[src/rtl/bin_gray_serial_enc.sv]
// Bit-serial binary-to-Gray encoder: loads a binary word on start, then emits its Gray code
// MSB first with a valid qualifier, plus the full parallel Gray word and a done pulse.
module bin_gray_serial_enc #(
    parameter int unsigned WIDTH = 5
) (
    input  logic             clk,
    input  logic             rst_n,
    input  logic             start,
    input  logic [WIDTH-1:0] bin_in,
    output logic             busy,
    output logic             ser_out,
    output logic             ser_valid,
    output logic [WIDTH-1:0] gray_out,
    output logic             done
);

    localparam int unsigned CntW = (WIDTH > 1) ? $clog2(WIDTH) : 1;

    typedef enum logic [0:0] {
        StIdle,
        StShift
    } state_e;

    state_e           state_q, state_d;
    logic [WIDTH-1:0] sreg_q, sreg_d;
    logic [WIDTH-1:0] acc_q, acc_d;
    logic [WIDTH-1:0] gray_q, gray_d;
    logic [CntW-1:0]  cnt_q, cnt_d;
    logic             prev_q, prev_d;
    logic             busy_q, busy_d;
    logic             ser_out_q, ser_out_d;
    logic             ser_valid_q, ser_valid_d;
    logic             done_q, done_d;
    logic             g;

    always_comb begin
        state_d     = state_q;
        sreg_d      = sreg_q;
        acc_d       = acc_q;
        gray_d      = gray_q;
        cnt_d       = cnt_q;
        prev_d      = prev_q;
        busy_d      = busy_q;
        ser_out_d   = ser_out_q;
        ser_valid_d = 1'b0;
        done_d      = 1'b0;
        // prev starts at 0 so the MSB passes through unchanged
        g           = sreg_q[WIDTH-1] ^ prev_q;

        unique case (state_q)
            StIdle: begin
                if (start) begin
                    sreg_d  = bin_in;
                    prev_d  = 1'b0;
                    cnt_d   = '0;
                    busy_d  = 1'b1;
                    state_d = StShift;
                end
            end
            StShift: begin
                ser_out_d   = g;
                ser_valid_d = 1'b1;
                prev_d      = sreg_q[WIDTH-1];
                sreg_d      = {sreg_q[WIDTH-2:0], 1'b0};
                acc_d       = {acc_q[WIDTH-2:0], g};
                if (cnt_q == CntW'(WIDTH - 1)) begin
                    cnt_d   = '0;
                    state_d = StIdle;
                    busy_d  = 1'b0;
                    done_d  = 1'b1;
                    gray_d  = {acc_q[WIDTH-2:0], g};
                end else begin
                    cnt_d = cnt_q + CntW'(1);
                end
            end
            default: state_d = StIdle;
        endcase
    end

    always_ff @(posedge clk or negedge rst_n) begin
        if (!rst_n) begin
            state_q     <= StIdle;
            sreg_q      <= '0;
            acc_q       <= '0;
            gray_q      <= '0;
            cnt_q       <= '0;
            prev_q      <= 1'b0;
            busy_q      <= 1'b0;
            ser_out_q   <= 1'b0;
            ser_valid_q <= 1'b0;
            done_q      <= 1'b0;
        end else begin
            state_q     <= state_d;
            sreg_q      <= sreg_d;
            acc_q       <= acc_d;
            gray_q      <= gray_d;
            cnt_q       <= cnt_d;
            prev_q      <= prev_d;
            busy_q      <= busy_d;
            ser_out_q   <= ser_out_d;
            ser_valid_q <= ser_valid_d;
            done_q      <= done_d;
        end
    end

    assign busy      = busy_q;
    assign ser_out   = ser_out_q;
    assign ser_valid = ser_valid_q;
    assign gray_out  = gray_q;
    assign done      = done_q;

endmodule

[config.mk]
export PLATFORM = sky130hd
export DESIGN_NAME = bin_gray_serial_enc
export DESIGN_NICKNAME = d
export VERILOG_FILES = /design/src/rtl/bin_gray_serial_enc.sv
export SDC_FILE = /design/constraint.sdc
export NUM_CORES = 1
export LEC_CHECK = 0
export CAP_MARGIN = 10
export CORE_MARGIN = 2
export CORE_UTILIZATION = 53
export DETAILED_ROUTE_END_ITERATION = 6
export GPL_ROUTABILITY_DRIVEN = 0
export GPL_TIMING_DRIVEN = 0
export PLACE_DENSITY = 0.83
export SLEW_MARGIN = 20
export SYNTH_ARGS = -nofsm -noshare
export SYNTH_HDL_FRONTEND = slang
export SYNTH_SLANG_ARGS = --single-unit
[constraint.sdc]
create_clock -name clk -period 3.5 [get_ports clk]
set_input_delay 0.35 -clock clk [delete_from_list [all_inputs] [get_ports clk]]
set_output_delay 0.35 -clock clk [all_outputs]
set_load 0.005 [all_outputs]
---- Word level (Yosys, flattened, before mapping) ----
Cells that the tools add are included.
word-level totals
  input port bits ......................... 8
  output and inout port bits .............. 9
  bits in registers ....................... 23
  word-level logic and storage cells ...... 34
operators by class
  bitwise operators ....................... 2
  equality and inequality tests ........... 3
  $add $sub $neg .......................... 1
  muxes and demuxes ....................... 16
  reductions and logical operators ........ 2
operators by type and width
  operator                                               number
  case mux 5 bit (2 select lines)                        1
  two-way mux 1 bit                                      8
  two-way mux 3 bit                                      2
  case mux 1 bit (2 select lines)                        3
  case mux 3 bit (2 select lines)                        1
  two-way mux 5 bit                                      1
  AND reduction 2 bit                                    2
  adder 3 x 1 -> 3 bit, second input constant            1
  equality test 3 bit, second input constant             1
  inequality test 2 x 1 -> 1 bit, second input constant  1
  inequality test 2 bit, second input constant           1
  NOT 1 bit                                              1
  bitwise XOR 1 bit                                      1

---- Logic depth before layout (Yosys ltp) ----
  depth after elaboration ................. 3
  gate-level depth with buffers ........... 5
  gate-level depth less buffers ........... 5

---- Worst setup path after synthesis ----
Ideal clock, no wire load.
  path kind ............................... reg2reg
  start ................................... register cnt_q[0]
  end ..................................... register gray_q[1], in the netlist gray_out[1]
  setup time .............................. 0.128 ns
  arrival ................................. 1.087 ns
  setup slack ............................. 2.286 ns
  path buffers ............................ 0
  required time ........................... 3.372 ns
  stages on the path, launching flop included .. 5
  clock period less this slack ............ 1.214 ns
  cell sequence ........................... dfrtp_1 inv_1 ha_1 nand3_2 mux2_1
between the ends
  longest elaborated chain between the ends .. 2
ends and longest elaborated chain
  element                        RTL line  RTL
  start, declared                28        logic [CntW-1:0] cnt_q, cnt_d;
  start signal, assigned         97        cnt_q <= cnt_d;
  equality test 3 bit            66        if (cnt_q == CntW'(WIDTH - 1)) begin
  AND reduction 2 bit (no line)  --
  end signal, assigned           96        gray_q <= gray_d;
  end, declared                  27        logic [WIDTH-1:0] gray_q, gray_d;
No other way between the ends.
A chain may end at the register's enable or synchronous reset.

==> results.md <==
- CTS tree: yes
- Run status: finished with violations
- Post-synthesis register bit count: 22
- DR pass1 iterations: 4
- YS warnings: 0
- Core box area: 0.001541 mm²
- Cell area after layout: 0.001111 mm²
- Worst skew pair latency: 0.31 ns
- Post-Synth Simple-Gate Area: 9.804%
- Setup TNS: 0 ns
- Die area: 0.002030 mm²
- Adder-cell share of the synthesized area: 2.801%
- Leak pwr: 0.5254 nW
- Mapped Nets: 84
- GRT Overall Usage: 19.08%
- Wirelength per Cell: 14.05 µm
- Total Power: 924.8 µW
- Worst EP required: 3.15 ns
- Synthesized instance count: 74
- Gate power share: 33.7%
- I/O pins: 17
- Postcts setup bufs: 0
- Psw: 279.6 µW
- Largest net degree at the start of global routing: 23
- Cts hold-fix bufs: 0
- Sw Share: 30.24%
- Post-synthesis xor/xnor area fraction: 0.9804%
- CP Max Fanout: 4
- Fraction of layout cells with a size suffix above 1: 13.98%
- Power Density: 832.4 mW/mm²
- Chip height: 45.06 µm
- Max-slew headroom: 67.85%
- Port Buffers: 15
- Placed instance area: 0.001064 mm²
- Final hold slack: -0.01746 ns
- Crit Path Category: flip-flop to output port
- Reg power frac: 45.5%
- Post-cts resize count: 0
- Fin nets: 104
- Setup crit end kind: output port
- Worst path top cell family by delay: buffers and inverters
- Max Slew Vio Count: 0
- Cell-internal power: 645.2 µW
- CTS max path bufs: 2
- CTS sink cnt: 22
- Clock network power share: 20.8%
- DR DRC count: 0
- HPWL after DPL: 1028 µm
- Max Freq: 634.5 MHz
- Average size of a mapped cell: 12.07 µm²
- Worst-path cell with the longest stage delay: clkdlybuf4s50_1
- Crit path cell chain: clkdlybuf4s50_1
- Std-Cell Rows: 14
- Final worst-path cycle share: 45.03%
- Buf/Inv on CP: 1
- Failing checks: negative hold slack
- Ranking of synthesized cells by area: dfrtp_1, mux2i_1, mux2_2
- Unrepaired setup endpoints after global routing: false
- Post-synthesis mux area share: 14.43%
- Max incr delay on CP: 0.51 ns
- Initial antenna violation count: 0
- HP Class: input pin to asynchronous set/reset pin
- Peak VDD IR: 509.8 µV
- First-pass GRT wire length: 2677 µm
- Synth Area in Compound Gates: 7.423%
- CTS clk-pin slew, worst paths: 0.12 ns
- Leading area contributor after synthesis: dfrtp_1
- Register area share after synthesis: 61.62%
- Htree depth: 1
- Mapped Area: 893.4 µm²
- Commonest cells post-synth: dfrtp_1, nand2_1, o21ai_0
- Ys async rst share: 100.0%
- Die W: 45.06 µm
- Vias/cell: 5.413
- Final Setup Violations: 0
- Maximum capacitance violations: 0
- Starting Density: 57.95%
- Area delta synth->final: 24.37%
- Worst-Margin Slew: 0.4822 ns
- Fill cells: 111
- Yosys cell types: 19
- Number of synthesized flops with an enable pin: 0
- CTS buffer count: 3
- Initial DRC count: 10
- Post-route ant nets: 0
- Final Hold Fails: 22
- Post-Route Skew: 0.003224 ns
- Diode count: 0
- Crit path time final: 1.576 ns
- GR Overflow Total: 0
- Root Buffer: clkbuf_4
- CP startpoint kind: flip-flop
- Main combinational cell family by area after synthesis: multiplexers
- Prevailing post-synth register cell: dfrtp_1
- Vias in the first global route: 623
- Critical Path AT: 1.23 ns
- Final WL: 1531 µm
- Top-area cell type share of the netlist area: 61.62%
- Count leader, synth: dfrtp_1
- Vias: 590
## logic make-up (layout without fill, tap and decap cells)
logic type | Yosys count | in the layout
mux | 12 | 12
flops | 22 | 22
xor+xnor | 1 | 1
buf+inv | 6 | 25
compound gates | 12 | 12
fa+ha+maj | 2 | 2
simple gates | 19 | 19
## state kept, by name, summed over array words and instances, names as in the netlist
register,cells
sreg_q,5
cnt_q,3
gray_out,5
ser_valid,1
busy,1
acc_q,4
done,1
state_q,1
prev_q,1
## metrics by stage
stage / util (%) / setup slack, ns / instances
2_1_floorplan: - / 2.286 / 74
3_3_place_gp: 68.99 / 1.958 / 105
3_5_place_dp: 68.99 / 1.961 / 105
4_1_cts: 72.40 / 1.909 / 109
5_1_grt: 72.08 / 1.876 / 109
6_report: 72.08 / 1.924 / 109
## area by class of cell
type / count / area (µm²) / area share, %
clock buffer: 3 / 22.52 / 2.027
clock inverter: 1 / 30.03 / 2.703
tap: 16 / 20.02 / 1.802
buffer: 3 / 15.01 / 1.351
timing repair buffer: 15 / 145.1 / 13.06
inverter: 3 / 11.26 / 1.014
sequential: 22 / 550.5 / 49.55
multi-input combinational: 46 / 316.6 / 28.49
## cells in the final DEF, fill, tap and decap left out, drive strengths merged, types with 3 or more instances in the layout
cell type / Yosys / layout
dfrtp: 22 / 22
clkbuf: 0 / 3
inv: 3 / 3
nor2: 5 / 5
clkdlybuf4s50: 0 / 14
mux2i: 5 / 5
mux2: 7 / 7
buf: 3 / 4
o21ai: 8 / 8
nand2: 9 / 9
## power groups by stage
stage,clock network (mW),registers [mW],logic [mW]
after detailed placement,0,0.426,0.313
after CTS,0.198,0.422,0.319
after global routing,0.201,0.436,0.354
final,0.192,0.421,0.312
after floorplan,0,0.415,0.185
after global placement,0,0.419,0.305
## worst paths after layout
check	start	endpoint	slack [ns]	cells after the start
hold / removal	rst_n	sreg_q[2]	-0.02	1
max in group asynchronous	rst_n	sreg_q[0]	3.19	1
setup reg to reg	cnt_q[0]	gray_out[3]	2.15	4
setup / recovery	acc_q[0]	ser_out	1.92	1
min in group clk	start	cnt_q[1]	0.38	2
hold reg to reg	sreg_q[1]	sreg_q[2]	0.50	2
## routing by layer
metal	track usage, %	part of all wire (%)
met1	26.29	46
met2	28.86	50
met4	11.76	1.3
met3	2.400	2.4
met5	0	0
No activity file was read; power rests on OpenSTA's default activity.
